### src/rtl/fe_seq_ctrl_if.sv
// Sequencer-to-fe control bus: enable/valid/shadow config out, fo estimate back.
interface fe_seq_ctrl_if #(
    parameter int NBW_LAT = 10,
    parameter int NBW_FO  = 15
);
    logic               o_fe_valid;
    logic               o_fe_enable;
    logic               o_fe_subsampling;
    logic [NBW_LAT-1:0] o_fe_pipe_lat;
    logic               i_fe_fo_valid;
    logic [NBW_FO-1:0]  i_fe_fo_value;

    modport master (
        output o_fe_valid, o_fe_enable, o_fe_subsampling, o_fe_pipe_lat,
        input  i_fe_fo_valid, i_fe_fo_value
    );

    modport slave (
        input  o_fe_valid, o_fe_enable, o_fe_subsampling, o_fe_pipe_lat,
        output i_fe_fo_valid, i_fe_fo_value
    );
endinterface

### src/rtl/fe_seq_ctrl.sv
// Frequency-estimator sequencer: arm fe, gate N input blocks, wait out pipe latency, capture fo.
// Optional DRAIN watchdog enabled by defining FE_SEQ_TIMEOUT_EN.
module fe_seq_ctrl #(
    parameter int NBW_IN  = 9,
    parameter int NBW_FO  = NBW_IN + 6,
    parameter int NBW_BLK = 8,
    parameter int NBW_LAT = 10
`ifdef FE_SEQ_TIMEOUT_EN
    ,
    parameter int TIMEOUT_CYC = 1024
`endif
) (
    input  logic               clk,
    input  logic               rst_async_n,
    input  logic               i_start,
    input  logic               i_abort,
    input  logic [NBW_BLK-1:0] i_cfg_nblk,
    input  logic               i_cfg_subsampling,
    input  logic [NBW_LAT-1:0] i_cfg_pipe_lat,
    input  logic               i_in_valid,
    output logic               o_in_ready,
    fe_seq_ctrl_if.master      fe,
    output logic               o_fo_valid,
    output logic [NBW_FO-1:0]  o_fo_value,
    output logic               o_busy,
    output logic               o_timeout
);

    typedef enum logic [2:0] {
        S_IDLE,
        S_ARM,
        S_FEED,
        S_DRAIN,
        S_DONE
    } state_t;

    state_t             state;
    logic [NBW_BLK-1:0] blk_cnt;
    logic [NBW_LAT-1:0] lat_cnt;
    logic               handshake;
    logic               fo_accept;

    // Combinational so the fe valid lines up with source data on the same cycle.
    assign fe.o_fe_valid = i_in_valid & o_in_ready;
    assign handshake     = fe.o_fe_valid;
    assign fo_accept     = (state == S_DRAIN) && (lat_cnt == '0) && fe.i_fe_fo_valid;

`ifdef FE_SEQ_TIMEOUT_EN
    localparam int WD_W = (TIMEOUT_CYC > 1) ? $clog2(TIMEOUT_CYC) : 1;

    logic [WD_W-1:0] wd_cnt;
    logic            wd_limit;

    assign wd_limit = (wd_cnt == WD_W'(TIMEOUT_CYC - 1));
`else
    assign o_timeout = 1'b0;
`endif

    // NOTE: all sequential state uses non-blocking assignments so every register
    // samples pre-edge values regardless of statement order.
    always_ff @(posedge clk or negedge rst_async_n) begin
        if (!rst_async_n) begin
            state               <= S_IDLE;
            blk_cnt             <= '0;
            lat_cnt             <= '0;
            o_in_ready          <= 1'b0;
            fe.o_fe_enable      <= 1'b0;
            fe.o_fe_subsampling <= 1'b0;
            fe.o_fe_pipe_lat    <= '0;
            o_fo_valid          <= 1'b0;
            o_fo_value          <= '0;
            o_busy              <= 1'b0;
`ifdef FE_SEQ_TIMEOUT_EN
            wd_cnt              <= '0;
            o_timeout           <= 1'b0;
`endif
        end else begin
            o_fo_valid <= 1'b0;
`ifdef FE_SEQ_TIMEOUT_EN
            o_timeout  <= 1'b0;
`endif
            if (i_abort && (state != S_IDLE)) begin
                state          <= S_IDLE;
                o_in_ready     <= 1'b0;
                fe.o_fe_enable <= 1'b0;
                o_busy         <= 1'b0;
            end else begin
                case (state)
                    S_IDLE: begin
                        if (i_start && !i_abort && (i_cfg_nblk != '0)) begin
                            blk_cnt             <= i_cfg_nblk;
                            fe.o_fe_subsampling <= i_cfg_subsampling;
                            fe.o_fe_pipe_lat    <= i_cfg_pipe_lat;
                            fe.o_fe_enable      <= 1'b1;
                            o_busy              <= 1'b1;
                            state               <= S_ARM;
                        end
                    end
                    S_ARM: begin
                        o_in_ready <= 1'b1;
                        state      <= S_FEED;
                    end
                    S_FEED: begin
                        if (handshake) begin
                            if (blk_cnt == NBW_BLK'(1)) begin
                                o_in_ready <= 1'b0;
                                lat_cnt    <= fe.o_fe_pipe_lat;
`ifdef FE_SEQ_TIMEOUT_EN
                                wd_cnt     <= '0;
`endif
                                state      <= S_DRAIN;
                            end else begin
                                blk_cnt <= blk_cnt - NBW_BLK'(1);
                            end
                        end
                    end
                    S_DRAIN: begin
                        if (fo_accept) begin
                            o_fo_value <= fe.i_fe_fo_value;
                            o_fo_valid <= 1'b1;
                            state      <= S_DONE;
                        end else if (lat_cnt != '0) begin
                            lat_cnt <= lat_cnt - NBW_LAT'(1);
`ifdef FE_SEQ_TIMEOUT_EN
                        end else if (wd_limit) begin
                            o_timeout      <= 1'b1;
                            fe.o_fe_enable <= 1'b0;
                            o_busy         <= 1'b0;
                            state          <= S_IDLE;
                        end else begin
                            wd_cnt <= wd_cnt + WD_W'(1);
`endif
                        end
                    end
                    S_DONE: begin
                        fe.o_fe_enable <= 1'b0;
                        o_busy         <= 1'b0;
                        state          <= S_IDLE;
                    end
                    default: state <= S_IDLE;
                endcase
            end
        end
    end

endmodule

### src/flat_wrapper.sv
// flat-port wrapper written by rule: the top's interface ports become plain ports
module fe_seq_ctrl_flat 
#(
    parameter int NBW_IN  = 9,
    parameter int NBW_FO  = NBW_IN + 6,
    parameter int NBW_BLK = 8,
    parameter int NBW_LAT = 10

)
  (clk, rst_async_n, i_start, i_abort, i_cfg_nblk, i_cfg_subsampling, i_cfg_pipe_lat, i_in_valid, o_in_ready, o_fo_valid, o_fo_value, o_busy, o_timeout, fe_o_fe_valid, fe_o_fe_enable, fe_o_fe_subsampling, fe_o_fe_pipe_lat, fe_i_fe_fo_valid, fe_i_fe_fo_value);
  fe_seq_ctrl_if #(.NBW_LAT(NBW_LAT), .NBW_FO(NBW_FO)) fe_i ();
  input  logic clk;
  input  logic rst_async_n;
  input  logic i_start;
  input  logic i_abort;
  input  logic [NBW_BLK-1:0] i_cfg_nblk;
  input  logic i_cfg_subsampling;
  input  logic [NBW_LAT-1:0] i_cfg_pipe_lat;
  input  logic i_in_valid;
  output logic o_in_ready;
  output logic o_fo_valid;
  output logic [NBW_FO-1:0] o_fo_value;
  output logic o_busy;
  output logic o_timeout;
  output wire logic [$bits(fe_i.o_fe_valid)-1:0] fe_o_fe_valid;
  output wire logic [$bits(fe_i.o_fe_enable)-1:0] fe_o_fe_enable;
  output wire logic [$bits(fe_i.o_fe_subsampling)-1:0] fe_o_fe_subsampling;
  output wire logic [$bits(fe_i.o_fe_pipe_lat)-1:0] fe_o_fe_pipe_lat;
  input wire logic [$bits(fe_i.i_fe_fo_valid)-1:0] fe_i_fe_fo_valid;
  input wire logic [$bits(fe_i.i_fe_fo_value)-1:0] fe_i_fe_fo_value;
  assign fe_o_fe_valid = fe_i.o_fe_valid;
  assign fe_o_fe_enable = fe_i.o_fe_enable;
  assign fe_o_fe_subsampling = fe_i.o_fe_subsampling;
  assign fe_o_fe_pipe_lat = fe_i.o_fe_pipe_lat;
  assign fe_i.i_fe_fo_valid = fe_i_fe_fo_valid;
  assign fe_i.i_fe_fo_value = fe_i_fe_fo_value;
  fe_seq_ctrl #(.NBW_IN(NBW_IN), .NBW_FO(NBW_FO), .NBW_BLK(NBW_BLK), .NBW_LAT(NBW_LAT)) u_core (.clk(clk), .rst_async_n(rst_async_n), .i_start(i_start), .i_abort(i_abort), .i_cfg_nblk(i_cfg_nblk), .i_cfg_subsampling(i_cfg_subsampling), .i_cfg_pipe_lat(i_cfg_pipe_lat), .i_in_valid(i_in_valid), .o_in_ready(o_in_ready), .fe(fe_i), .o_fo_valid(o_fo_valid), .o_fo_value(o_fo_value), .o_busy(o_busy), .o_timeout(o_timeout));
endmodule
### config.mk
export PLATFORM = sky130hd
export DESIGN_NAME = fe_seq_ctrl_flat
export DESIGN_NICKNAME = d
export VERILOG_FILES = /design/src/rtl/fe_seq_ctrl_if.sv /design/src/rtl/fe_seq_ctrl.sv /design/src/flat_wrapper.sv
export SDC_FILE = /design/constraint.sdc
export NUM_CORES = 1
export LEC_CHECK = 0
export CAP_MARGIN = 20
export CORE_AREA = 10 10 78 93
export DETAILED_ROUTE_END_ITERATION = 10
export DIE_AREA = 0 0 88 103
export GPL_ROUTABILITY_DRIVEN = 0
export PLACE_DENSITY_LB_ADDON = 0.1
export SLEW_MARGIN = 25
export SYNTH_ARGS = -nofsm -noshare
export SYNTH_HDL_FRONTEND = slang
export SYNTH_SLANG_ARGS = --single-unit
### constraint.sdc
create_clock -name clk -period 3.3 [get_ports clk]
set_clock_uncertainty 0.2 [all_clocks]
set_input_delay 0.825 -clock clk [delete_from_list [all_inputs] [get_ports clk]]
set_output_delay 0.825 -clock clk [all_outputs]
set_load 0.02 [all_outputs]
==> metrics.txt <==
result of the run=finished clean; number of port buffers=70; Detailed Route Iter0 Violations=162; min-delay worst type=reg2reg; count of instances resized after the clock tree is built=0; clock period minus final worst setup slack=3.14 ns; data required time of the critical path=2.27 ns; Setup crit start kind=primary input; met3 wire length=roughly 500 um; total setup buffers inserted after CTS=0; wire length on met1=~2900 um; WL met2=3140 um; Nets=about 360; internal power=1.31 mW; number of enable flip-flop cells after synthesis=0; initial standard-cell utilization of the core=49.5%; Inserted Clock Buffers=5; Die X=about 88 um; Layout Cell Area excl Fill=3550 um2; crit-path max FO=3; total standard cell area after synthesis=2730 um2; critical path type=in2out; number of register bits inferred by synthesis=50; ratio of cells with drive above 1 in the final layout=12.2%; routed via count=2218; Main synth FF type=sky130_fd_sc_hd__dfrtp_1; number of pins with negative max-slew slack in the final report=0; worst ir drop on vdd=between 0.3 and 0.4 mV; top-level port count=between 70 and 80; transition at the pin with the smallest max-transition slack=about 0.81 ns; final routed wirelength across all metal layers=6670 um; H-tree levels=2; number of nets with antenna violations after detailed routing=0; final sum of negative setup slack=0 ns; combinational power share=37.1%; total global routing overflow=0; number of setup violations in the final report=0; Vert. Die Dim=around 100 um; remaining design rule violation count=0; maximum number of pins on one net before global-route repair=51; floorplan core area=5520 um2; critical path's largest stage delay=0.62 ns; first-pass GRT wire length=between 10000 and 15000 um; fraction of the yosys area taken by sequential cells=45.8%; net switching fraction of the power=37.1%; hold-fix buffers at CTS=0; number of standard-cell rows in the floorplan=30; Async S/R FF share, synth=100%; number of antenna diodes=0; top routing layer in use=met4; reported net switching power=slightly below 0.8 mW; Leak Pwr=1.47 nW; Skew-Pair Late Insertion Delay=around 0.3 ns; cell area after placement=approximately 3500 um2; most common cell after layout, fill and taps aside=sky130_fd_sc_hd__clkdlybuf4s50_1; number of sinks on the clock net=50; maximum operating frequency=318 MHz; commonest non-fill, non-tap cells in the layout=sky130_fd_sc_hd__clkdlybuf4s50_1 (69), sky130_fd_sc_hd__dfrtp_1 (50), sky130_fd_sc_hd__nor2_1 (20); Total Routing Usage GR=14.7%; Pwr per Cell Area=585 nW/um2; Rel. slew slack=46.1%; routed length per placed instance=approximately 17 um; setup repair after global routing missed its margin=no; Post-Syn Nets=293; clk buf depth=2; critical path endpoint category=primary output; Reg2Reg Setup Slack=0.85 ns; Clock Pin Slew Worst Setup and Hold Paths=approximately 0.090 ns; cell-by-cell trace of the critical path=clkdlybuf4s50_1 -> nand2_1 -> inv_1 -> clkdlybuf4s50_1; number of distinct library cells after synthesis=61; Mean Syn Cell Area=11.0 um2; sequential cell fraction of total power=44.8%; post-synthesis to final-layout area growth=29.9%; sum of net half-perimeters after detailed placement=4910 um; die footprint=9060 um2; ratio of final minimum period to clock period=95.3%; number of hold violations in the final report=0; routed via count divided by cell count=5.79; CTS tree=built; drt pass-1 iters=5; critical path's slowest cell=sky130_fd_sc_hd__clkdlybuf4s50_1; Max Cap Viol=0; antenna violations before repair=0; critical path data arrival time=~2.1 ns; share of power burned in the clock network=18.1%; Post-Synthesis Cells=249; Yosys warning total=0; most repeated library cell on the critical path=sky130_fd_sc_hd__clkdlybuf4s50_1; root buffer cell=sky130_fd_sc_hd__clkbuf_8; via count of the first global-routing pass=2198
[path summary, 6_finish.rpt]
path / startpoint / endpoint / depth (start not counted)
hold reg to reg: u_core.o_fo_value[4] / u_core.o_fo_value[4] / 1
min in group asynchronous: rst_async_n / u_core.fe.o_fe_pipe_lat[3] / 2
hold / removal: u_core.o_fo_value[4] / u_core.o_fo_value[4] / 1
max in group asynchronous: rst_async_n / u_core.fe.o_fe_subsampling / 2
setup reg to reg: u_core.state[1] / u_core.o_fo_value[0] / 5
setup / recovery: i_in_valid / fe_o_fe_valid / 4
[area by class of cell]
class,instances,area (um2)
fill,459,1970
multi-input combinational,172,1320
sequential,50,1250
timing repair buffer,79,763
clock buffer,6,82.6
tap,64,80.1
inverter,10,37.5
clock inverter,2,12.5
[state kept, by name (all words and copies together), names as in the netlist]
name                        flops
u_core.blk_cnt                  8
u_core.fe.o_fe_enable           1
u_core.fe.o_fe_pipe_lat        10
u_core.fe.o_fe_subsampling      1
u_core.lat_cnt                 10
u_core.o_fo_valid               1
u_core.o_fo_value              15
u_core.o_in_ready               1
u_core.state                    3
[cells by family after synthesis]
group / after synthesis / synth area share, %
fa+ha+maj: 4 / 1.83
simple gates: 69 / 15.4
mux: 27 / 12.5
flops: 50 / 45.8
buf+inv: 27 / 5.77
compound gates: 71 / 18.5
other cells: 1 / 0.137
[layer usage]
| layer | track usage [%] | up-vias |
|---|---|---|
| li1 | - | 1080 |
| met1 | 19.8 | 1050 |
| met2 | 23.0 | 80 |
| met3 | 3.72 | 8 |
| met4 | 3.81 | 0 |
| met5 | 0 | - |
[power by group through the flow]
stage	Combinational, mW	Clock, mW	Sequential [mW]
6_report	0.772	0.375	0.930
5_1_grt	0.848	0.406	0.955
4_1_cts	0.775	0.386	0.930
2_1_floorplan	0.431	0	0.965
3_3_place_gp	0.763	0	0.931
3_5_place_dp	0.772	0	0.938
[synthesized netlist by cell type, drive strengths merged, types with 2 or more instances]
| cell | n | area share [%] |
|---|---|---|
| a21oi | 11 | 2.0 |
| o22ai | 3 | 0.69 |
| nor2 | 20 | 2.7 |
| inv | 10 | 1.4 |
| dfrtp | 50 | 46 |
| nand3b | 3 | 0.82 |
| nand3 | 5 | 0.92 |
| or4b | 2 | 0.73 |
| nor2b | 2 | 0.73 |
| a31oi | 4 | 0.92 |
| nor4 | 5 | 1.4 |
| a22o | 2 | 0.64 |
| mux2 | 27 | 12 |
| and2 | 4 | 0.92 |
| or4 | 3 | 0.82 |
| o41ai | 2 | 0.64 |
| o21ai | 12 | 2.3 |
| buf | 11 | 3.6 |
| nor4b | 2 | 0.87 |
| o21a | 2 | 0.55 |
| a2bb2oi | 2 | 0.64 |
| a22oi | 5 | 1.4 |
| or3 | 2 | 0.46 |
| a41oi | 3 | 0.96 |
| o41a | 2 | 0.82 |
| o2bb2ai | 3 | 0.96 |
| nor3b | 2 | 0.55 |
| nand4 | 2 | 0.46 |
| o211ai | 6 | 1.6 |
| nor3 | 7 | 1.6 |
| o31ai | 6 | 1.8 |
| nand2 | 5 | 0.69 |
| clkbuf | 6 | 0.82 |
| ha | 4 | 1.8 |
[metrics by stage]
stage               instances  hold WS, ns  total power, mW  setup WS (ns)  util (%)
floorplan                 249        0.272             1.40          0.759         -
global placement          375        0.267             1.69          0.159      62.6
detailed placement        375        0.274             1.71          0.158      62.6
CTS                       383        0.296             2.09          0.158      64.4
global route              383        0.307             2.21          0.106      64.4
finish                    383        0.293             2.08          0.155      64.4
[critical path: cells and delay by family]
kind                   cells  cell delay, ns
buffers and inverters      3            1.21
and+or+nand+nor            1            0.08
Note: power is estimated with default switching activity, not from simulation.
